$ cat src/rtl/serial_word_rx.sv
// serial_word_rx
//   LSB-first bit-serial word receiver. A framed serial stream (start marks
//   bit 0) is deserialised into WIDTH-bit words and presented on a
//   valid/ready output backed by a single holding register.
//
//   Overrun: a word that completes while the held word is unconsumed and
//   out_ready is low is dropped, and overrun pulses.
//
//   Framing error: a start that arrives mid-word discards the partial word,
//   restarts the frame on that bit, and pulses frame_err.
//
//   Optional feature, enabled by defining the macro MIN_DETECT_EN:
//   adds the registered is_min output. It flags the most-negative 2's
//   complement word, {1'b1, {WIDTH-1{1'b0}}}. The default build leaves it out.
//
//   Reset is synchronous and active-low (reset = 0 at posedge clk).

module serial_word_rx #(
  parameter int WIDTH = 8
) (
  input  logic             clk,
  input  logic             reset,
  input  logic             in,
  input  logic             in_valid,
  input  logic             start,
  output logic [WIDTH-1:0] out_word,
  output logic             out_valid,
  input  logic             out_ready,
  output logic             overrun,
  output logic             frame_err
`ifdef MIN_DETECT_EN
  ,
  output logic             is_min
`endif
);

  // Bit counter only needs to reach WIDTH-1.
  localparam int CW = $clog2(WIDTH);
  localparam logic [CW-1:0] LAST_CNT = CW'(WIDTH - 1);
  localparam logic [CW-1:0] ONE_CNT  = CW'(1);
  localparam logic [CW-1:0] ZERO_CNT = CW'(0);

  typedef enum logic [0:0] {
    ST_IDLE  = 1'b0,
    ST_SHIFT = 1'b1
  } state_t;

  // Frame tracking state
  state_t            state_q;
  state_t            state_d;
  logic [CW-1:0]     count_q;
  logic [CW-1:0]     count_d;
  logic [WIDTH-1:0]  shift_q;
  logic [WIDTH-1:0]  shift_d;

  // Output holding register and status pulses
  logic [WIDTH-1:0]  word_q;
  logic [WIDTH-1:0]  word_d;
  logic              valid_q;
  logic              valid_d;
  logic              overrun_q;
  logic              overrun_d;
  logic              frame_err_q;
  logic              frame_err_d;
`ifdef MIN_DETECT_EN
  logic              is_min_q;
  logic              is_min_d;
`endif

  // Events decoded by the next-state logic, consumed by the output logic
  logic              word_done_s;
  logic              restart_s;
  logic [WIDTH-1:0]  done_word_s;

  // Returns 1 when w is the most-negative 2's complement value.
  function automatic logic is_min_word(input logic [WIDTH-1:0] w);
    logic [WIDTH-1:0] min_v;
    min_v = {1'b1, {(WIDTH-1){1'b0}}};
    return (w == min_v);
  endfunction

  // Shift right so that the first accepted bit lands at index 0 once
  // WIDTH bits are in. The last bit enters at the MSB.
  assign done_word_s = {in, shift_q[WIDTH-1:1]};

  // State register: every flop, with synchronous active-low reset.
  always_ff @(posedge clk) begin
    if (!reset) begin
      state_q     <= ST_IDLE;
      count_q     <= ZERO_CNT;
      shift_q     <= {WIDTH{1'b0}};
      word_q      <= {WIDTH{1'b0}};
      valid_q     <= 1'b0;
      overrun_q   <= 1'b0;
      frame_err_q <= 1'b0;
`ifdef MIN_DETECT_EN
      is_min_q    <= 1'b0;
`endif
    end else begin
      state_q     <= state_d;
      count_q     <= count_d;
      shift_q     <= shift_d;
      word_q      <= word_d;
      valid_q     <= valid_d;
      overrun_q   <= overrun_d;
      frame_err_q <= frame_err_d;
`ifdef MIN_DETECT_EN
      is_min_q    <= is_min_d;
`endif
    end
  end

  // Next-state logic: frame sequencing, bit counting and shifting.
  always_comb begin
    state_d     = state_q;
    count_d     = count_q;
    shift_d     = shift_q;
    word_done_s = 1'b0;
    restart_s   = 1'b0;
    case (state_q)
      ST_IDLE: begin
        if (in_valid && start) begin
          // Bit 0 of a new frame
          state_d = ST_SHIFT;
          count_d = ONE_CNT;
          shift_d = {in, {(WIDTH-1){1'b0}}};
        end else begin
          // Idle line or stray bits outside a frame: discard
          state_d = ST_IDLE;
        end
      end
      ST_SHIFT: begin
        if (!in_valid) begin
          // Gap in the stream: hold everything, no timeout
          state_d = ST_SHIFT;
        end else if (start) begin
          // Start mid-word: drop the partial word and restart on this bit
          restart_s = 1'b1;
          state_d   = ST_SHIFT;
          count_d   = ONE_CNT;
          shift_d   = {in, {(WIDTH-1){1'b0}}};
        end else if (count_q == LAST_CNT) begin
          // Final bit: word is complete
          word_done_s = 1'b1;
          state_d     = ST_IDLE;
          count_d     = ZERO_CNT;
          shift_d     = {WIDTH{1'b0}};
        end else begin
          // Ordinary data bit
          state_d = ST_SHIFT;
          count_d = count_q + ONE_CNT;
          shift_d = done_word_s;
        end
      end
      default: begin
        state_d = ST_IDLE;
        count_d = ZERO_CNT;
        shift_d = {WIDTH{1'b0}};
      end
    endcase
  end

  // Output logic: holding register, handshake and status pulses.
  always_comb begin
    word_d      = word_q;
    valid_d     = valid_q;
    overrun_d   = 1'b0;
    frame_err_d = restart_s;
`ifdef MIN_DETECT_EN
    is_min_d    = is_min_q;
`endif
    if (word_done_s && (!valid_q || out_ready)) begin
      // Holding register is free (or being consumed this edge): load
      word_d  = done_word_s;
      valid_d = 1'b1;
`ifdef MIN_DETECT_EN
      is_min_d = is_min_word(done_word_s);
`endif
    end else if (word_done_s) begin
      // Held word not consumed: the new word is lost
      overrun_d = 1'b1;
    end else if (valid_q && out_ready) begin
      valid_d = 1'b0;
    end else begin
      valid_d = valid_q;
    end
  end

  assign out_word  = word_q;
  assign out_valid = valid_q;
  assign overrun   = overrun_q;
  assign frame_err = frame_err_q;
`ifdef MIN_DETECT_EN
  assign is_min    = is_min_q;
`endif

endmodule

$ cat config.mk
export PLATFORM = sky130hd
export DESIGN_NAME = serial_word_rx
export DESIGN_NICKNAME = d
export VERILOG_FILES = /design/src/rtl/serial_word_rx.sv
export SDC_FILE = /design/constraint.sdc
export NUM_CORES = 1
export LEC_CHECK = 0
export BUFFER_PORTS_ARGS = -buffer_cell sky130_fd_sc_hd__buf_2
export CAP_MARGIN = 20
export CORE_MARGIN = 1
export CORE_UTILIZATION = 55
export CTS_BUF_LIST = sky130_fd_sc_hd__clkbuf_8
export CTS_CLUSTER_SIZE = 20
export DETAILED_ROUTE_END_ITERATION = 6
export PLACE_DENSITY = 0.79
export SKIP_CTS_REPAIR_TIMING = 1
export SKIP_LAST_GASP = 1
export SLEW_MARGIN = 40
export SYNTH_ARGS = -nofsm -noshare
export SYNTH_HDL_FRONTEND = slang
export SYNTH_SLANG_ARGS = --single-unit
$ cat constraint.sdc
create_clock -name clk -period 1.9 [get_ports clk]
set_input_delay 0.38 -clock clk [delete_from_list [all_inputs] [get_ports clk]]
set_output_delay 0.38 -clock clk [all_outputs]
set_load 0.005 [all_outputs]
Word level (Yosys, flattened, before mapping) --
Cells that the tools add are included.
Word-level totals: RAM bits 0, flip-flop bits (word level) 23, output and inout port bits 11, word-level logic and storage cells 48, ROM bits 0, bits in latches 0, input port bits 6, memories kept 0
Cells by class: magnitude comparators 0, multiplexer cells 24, bitwise gates (word level) 2, add/sub/neg operators 1, shift operators 0, equality and inequality tests 4, reduce and logical (&&, ||, !) cells 10, $mul 0, div/mod/pow operators 0
Operators with widths (number):
- $mux 8 | 4
- $pmux 8 s2 | 1
- $mux 1 | 13
- $mux 3 | 4
- $pmux 3 s2 | 1
- $ne 2x2->1 const B | 2
- $reduce_and 2->1 | 2
- $add 3x1->3 const B | 1
- $eq 3x3->1 const B | 1
- $logic_and 1x1->1 | 3
- $reduce_and 3->1 | 1
- $ne 2x1->1 const B | 1
- $not 1->1 | 2
- $pmux 1 s2 | 1
- $reduce_bool 2->1 | 1
- $reduce_or 2->1 | 1
- $logic_not 1->1 | 1
- $logic_or 1x1->1 | 1

Longest topological paths before layout --
Gate-level depths: netlist (run 1).
word-level depth 8, gate-level depth with buffers 5, depth with buffers taken out 5

Least setup slack after synthesis (run 1) --
No wires, ideal clock.
path type register to register, start register count_q[0], end register shift_q[3], arrival time 1.353 ns, data required time 1.825 ns, period minus slack after synthesis 1.428 ns, stages on the path, launching flop included 6, slack 0.472 ns, library setup time 0.075 ns, path buffers 1, cells stage by stage dfxtp_1 -> ha_1 -> ha_1 -> or3_1 -> buf_2 -> o22ai_1
Between the ends: cells in the longest elaborated chain, start to end 5
RTL lines:
- start: declaration | line 51 | logic [CW-1:0] count_q;
- start signal: assignment | line 101 | count_q <= count_d;
- $eq 3x3->1 | line 142 | end else if (count_q == LAST_CNT) begin
- $mux 8 | line 142
- $mux 8 | line 136 | end else if (start) begin
- $mux 8 | line 133 | if (!in_valid) begin
- $pmux 8 s2 | line 120 | case (state_q)
- end signal: assignment | line 91 | shift_q <= {WIDTH{1'b0}};
- end signal: assignment | line 102 | shift_q <= shift_d;
- end: declaration | line 53 | logic [WIDTH-1:0] shift_q;
Every way passes these cells. The select of a mux whose other input is x is not followed. A chain may end at the register's enable or synchronous reset.

Final worst setup path (run 1) --
Same ends and word-level chain as after synthesis.

==> qor.yml, run 1 <==
dieHeight_um: 42.22
crit_top_cell: "ha_1"
yosys_register_bits: 22
r2r_slack_ps: 360
status: "finished, final reports clean"
grt_pass1_wl_mm: 2.511
first_pass_iters: 4
grt_max_degree: 26
ant_nets: 0
p_leak_nw: 0.4187
r2r-start: "count_q[0]"
cts_buffers: 3
die_width_um: 42.22
required_ps: 2090
port_buffers: 16
overflow: 0
finClkSkew_ps: 3.128
hold_viol: 0
worstSetupEndpointType: "flop"
placed_cell_area_um2: 949.7
syn_avg_cell_area_um2: 9.776
power.density_nw_per_um2: 925.1
relSlewSlack_pct: 70.15
clockBufferDepth: 2
cp_slowest_cell: "or3_1"
antenna_found_initial: 0
report.final.slew_viol_count: 0
track_usage_pct: 18.59
place_hpwl_mm: 1.000
htree_levels: 1
synth_seq_area_share_pct: 49.51
yosysTopAreaCellShare_pct: 49.51
synth.area.top_cells: "dfxtp_1 (50%), nand2_1 (9.7%), mux2i_1 (9.0%)"
grt_pass1_vias: 588
yosys.area.top_type: "dfxtp_1"
cp_slowest_stage_delay_ps: 480
syn_nets: 99
drv_cap: 0
finalSetupViolCount: 0
num_rows: 14
rsz0062_at_grt: "no"
wl_per_cell_um: 12.92
cp-start-kind: "flop"
drive_gt1_share_pct: 22.12
tns_ps: 0
drc: 0
num_vias: 678
clk_latency_ps: 260
critical_path_class: "reg2reg"
drt_wl_total_mm: 1.550
fin_util_pct: 67.77
clk_pin_slew_ps: 80
fmax_ghz: 0.6512
cp_cell_sequence: "ha_1, ha_1, or3_1, o22ai_1"
final_area_um2: 1021
synth_cell_type_count: 24
cp_max_fo: 6
drtIter0Drc: 6
period_needed_ps: 1536
num_antenna_cells: 0
synth_warnings: 0
min_to: "out_word[7]"
core-area_um2: 1506
clock_sinks: 22
hp-class: "in2reg"
start_util_pct: 59.05
via_per_inst: 5.650
rr_worst_depth: 4
min_from: "in"
synthCells: 91
num-nets-final: 113
finalCritPeriodShare_pct: 80.82
final_common_cell: "nand2_1"
tightest_slew_ps: 443.1
floorplan.die_area_um2: 1782
cts_tree: "done"
r2r-end: "shift_q[3]"
mostFrequentLayoutCells: "nand2_1 (23), dfxtp_1 (22), buf_2 (16), mux2i_1 (8), o22ai_1 (6)"
ir_drop_v: 0.0006204
holdPathStages: 3
gp_congestion: 0.7778
arrival_ps: 1720
nFillCells: 114
synth_area_um2: 889.6
cts-root-buf: "clkbuf_8"
area_growth_syn_to_layout_pct: 14.77
io_pins: 17
## per-stage QoR
stage / worst slack, ps / total power, mW / hold slack, ps / instances
detailed placement: 362.9 / 0.5247 / 447.7 / 116
CTS: 343.5 / 0.9475 / 391.4 / 120
global route: 229.6 / 0.9728 / 398.0 / 120
global placement: 420.5 / 0.5235 / 440.1 / 116
finish: 364.4 / 0.9445 / 388.9 / 120
floorplan: 472.0 / 0.5179 / 441.2 / 91
## layer usage
| metal | vias to the layer above | track usage (%) | wire length [um] |
|---|---|---|---|
| met5 | - | 0 | 0 |
| met4 | 0 | 10.00 | 30 |
| met3 | 4 | 3.879 | 52 |
| met2 | 18 | 28.31 | 717 |
| met1 | 318 | 24.65 | 749 |
| li1 | 338 | - | - |
## cell type report
cell class,count,area (um^2),share of cell area [%]
Sequential cell,22,440.4,43.14
Multi-Input combinational cell,62,409.1,40.07
Timing Repair Buffer,16,80.08,7.843
Clock buffer,3,41.29,4.044
Clock inverter,1,30.03,2.941
Tap cell,16,20.02,1.961
## worst max path at each step
stage / startpoint / endpoint / slack, ps / cells after the start
final: count_q[0] / shift_q[3] / 360 / 4
after global routing: count_q[0] / out_word[4] / 230 / 5
after CTS: count_q[0] / out_word[7] / 340 / 5
after detailed placement: count_q[0] / out_word[7] / 360 / 5
after global placement: count_q[0] / out_word[0] / 420 / 5
after floorplan: count_q[0] / shift_q[3] / 470 / 5
## cell families (layout without fill, tap and decap cells)
logic type	Yosys count	count (layout)	share of synthesized area [%]
and+or+nand+nor	37	37	22.64
DFF	22	22	49.51
muxes	8	8	9.002
adders and majority gates	2	2	2.812
AOI/OAI and AO/OA	15	15	11.53
buffers and inverters	7	20	4.501
## state kept, by name, indices dropped and copies added (netlist names)
name,flops
count_q,3
out_valid,1
out_word,8
overrun,1
state_q,1
frame_err,1
shift_q,7
## critical path, delay by kind of cell, from the launching register on
kind / cells / cell delay (ps)
AOI/OAI and AO/OA: 1 / 210
adders and majority gates: 2 / 450
DFF: 1 / 330
and+or+nand+nor: 1 / 480
## power breakdown
part | internal, mW | total, mW | switching, mW
clock network | 0.281 | 0.429 | 0.148
registers | 0.466 | 0.473 | 0.00706
logic | 0.0160 | 0.0423 | 0.0264
## synth_stat cells (all sizes together)
| cell | instances |
|---|---|
| or3 | 1 |
| nand4b | 3 |
| o21ai | 1 |
| nor2 | 3 |
| buf | 4 |
| a22oi | 1 |
| nand2b | 1 |
| o21a | 1 |
| ha | 2 |
| nand3 | 1 |
| dfxtp | 22 |
| nor3b | 1 |
| o22ai | 6 |
| o211ai | 2 |
| clkbuf | 3 |
| nand2 | 24 |
| a21boi | 4 |
| mux2i | 8 |
| nor2b | 3 |
(Power assumes the default switching activity.)
==> inputs of run 2 (changes only) <==
==> constraint.sdc (replaced) <==
create_clock -name clk -period 1.5 [get_ports clk]
set_input_delay 0.3 -clock clk [delete_from_list [all_inputs] [get_ports clk]]
set_output_delay 0.3 -clock clk [all_outputs]
set_load 0.005 [all_outputs]
==> qor.yml, run 2 (synthesis gave the netlist of run 1 again) <==
clk_latency_ps: 260  # about the same
area_growth_syn_to_layout_pct: 18.28
drc: 0  # unchanged
r2r-end: "out_word[4]"
period_needed_ps: 1431  # -105.0 ps
final_common_cell: "nand2_1"
hp-class: "in2reg"
grt_pass1_vias: 630  # +7.1%
clk_pin_slew_ps: 80  # about the same
clockBufferDepth: 2  # unchanged
cp_cell_sequence: "ha_2, ha_4, nand4b_4, nor2_4, mux2i_1"
r2r-start: "count_q[0]"
gp_congestion: 0.8044  # +3.4%
drtIter0Drc: 15  # +9
min_to: "out_word[7]"
num-nets-final: 115  # +1.8%
power.density_nw_per_um2: 1146  # +24%
die_width_um: 42.22  # unchanged
wl_per_cell_um: 13.91  # +7.7%
relSlewSlack_pct: 71.76  # +1.6 points
p_leak_nw: 0.4256  # +1.6%
drt_wl_total_mm: 1.697  # +9.5%
status: "finished, final reports clean"
final_area_um2: 1052  # +3.1%
cp_max_fo: 8  # +2
htree_levels: 1  # unchanged
num_vias: 695  # +2.5%
track_usage_pct: 21.66  # +3.1 points
cp_slowest_stage_delay_ps: 340  # -140 ps
cts_tree: "done"
r2r_slack_ps: 70  # -290 ps
start_util_pct: 59.05  # unchanged
drive_gt1_share_pct: 26.42  # +4.3 points
ant_nets: 0  # unchanged
placed_cell_area_um2: 964.7  # +1.6%
seq_area_um2: 441.7  # +0.28%
cts_buffers: 3  # unchanged
grt_pass1_wl_mm: 2.801  # +12%
min_from: "in"
rr_worst_depth: 5  # +1
cp-start-kind: "flop"
largest_reg_flops: 8  # unchanged
via_per_inst: 5.697  # +0.83%
first_pass_iters: 4  # unchanged
setup_slack_ps: 69.39  # -295.0 ps
ir_drop_v: 0.0006966  # +12%
core-area_um2: 1506  # unchanged
rsz0062_at_grt: "no"
port_buffers: 16  # unchanged
multiInputGateArea_um2: 424.2  # +3.7%
hold_viol: 0  # unchanged
finalCritPeriodShare_pct: 95.37  # +15 points
overflow: 0  # unchanged
report.final.slew_viol_count: 0  # unchanged
nFillCells: 135  # +18%
num_rows: 14  # unchanged
antenna_found_initial: 0  # unchanged
pre_cts_ws_ps: -11.55  # -374.5 ps
cp_slowest_cell: "dfxtp_1"
fmax_ghz: 0.6990  # +7.3%
worstSetupEndpointType: "flop"
tightest_slew_ps: 423.1  # -20.02 ps
grt_max_degree: 26  # unchanged
finClkSkew_ps: 2.544  # -0.5843 ps
floorplan.die_area_um2: 1782  # unchanged
clock_sinks: 22  # unchanged
required_ps: 1690  # -400 ps
place_hpwl_mm: 1.101  # +10%
num_antenna_cells: 0  # unchanged
io_pins: 17  # unchanged
arrival_ps: 1620  # -100 ps
mostFrequentLayoutCells: "nand2_1 (23), dfxtp_1 (21), buf_2 (16), mux2i_1 (8), o22ai_1 (6)"
cts-root-buf: "clkbuf_8"
dieHeight_um: 42.22  # unchanged
holdPathStages: 3  # unchanged
critical_path_class: "reg2reg"
finalSetupViolCount: 0  # unchanged
drv_cap: 0  # unchanged
## run 2: changes by cell type in the layout (fill, tap and decap cells not counted)
cell / change
ha_1: -2
buf_4: +2
dfxtp_1: -1
dfxtp_2: +1
ha_2: +1
ha_4: +1
## run 2: final cells by class
class,instances,share of cell area (%)
Clock buffer,3,3.924
Clock inverter,1,2.854
Multi-Input combinational cell,62,40.31
Sequential cell,22,41.97
Tap cell,16,1.902
Timing Repair Buffer,18,9.037
## run 2: where the power goes
part | switching, mW | internal (mW) | total (mW)
Sequential | 0.00862 | 0.590 | 0.599
Combinational | 0.0353 | 0.0233 | 0.0586
Clock | 0.192 | 0.357 | 0.549
## run 2: worst max path at each step
stage,end,startpoint
floorplan,shift_q[3],count_q[0]
global placement,out_word[1],count_q[0]
detailed placement,out_word[4],count_q[0]
CTS,out_word[4],count_q[0]
global route,out_word[4],count_q[0]
finish,out_word[4],count_q[0]
## run 2: critical path: cells and delay by family (launching register included)
family | cells | cell delay, ps
adders and majority gates | 2 | 340
and+or+nand+nor | 2 | 420
DFF | 1 | 340
muxes | 1 | 240
## run 2: stage by stage
step                utilization (%)  TNS, ps  instances  hold slack (ps)  power (mW)
finish                        69.85        0        122            297.0       1.206
global placement              64.04        0        118            439.8      0.6665
CTS                           68.77   -32.74        122            294.6       1.212
global route                  69.85        0        122            305.3       1.256
detailed placement            64.04   -11.55        118            444.1      0.6686
floorplan                         -        0         91            441.2      0.6560
## run 2: per-layer routing
metal	global-route usage, %	part of all wire [%]
met1	27.70	48
met4	15.00	2.2
met5	0	0
met2	31.08	46
met3	6.466	3.7
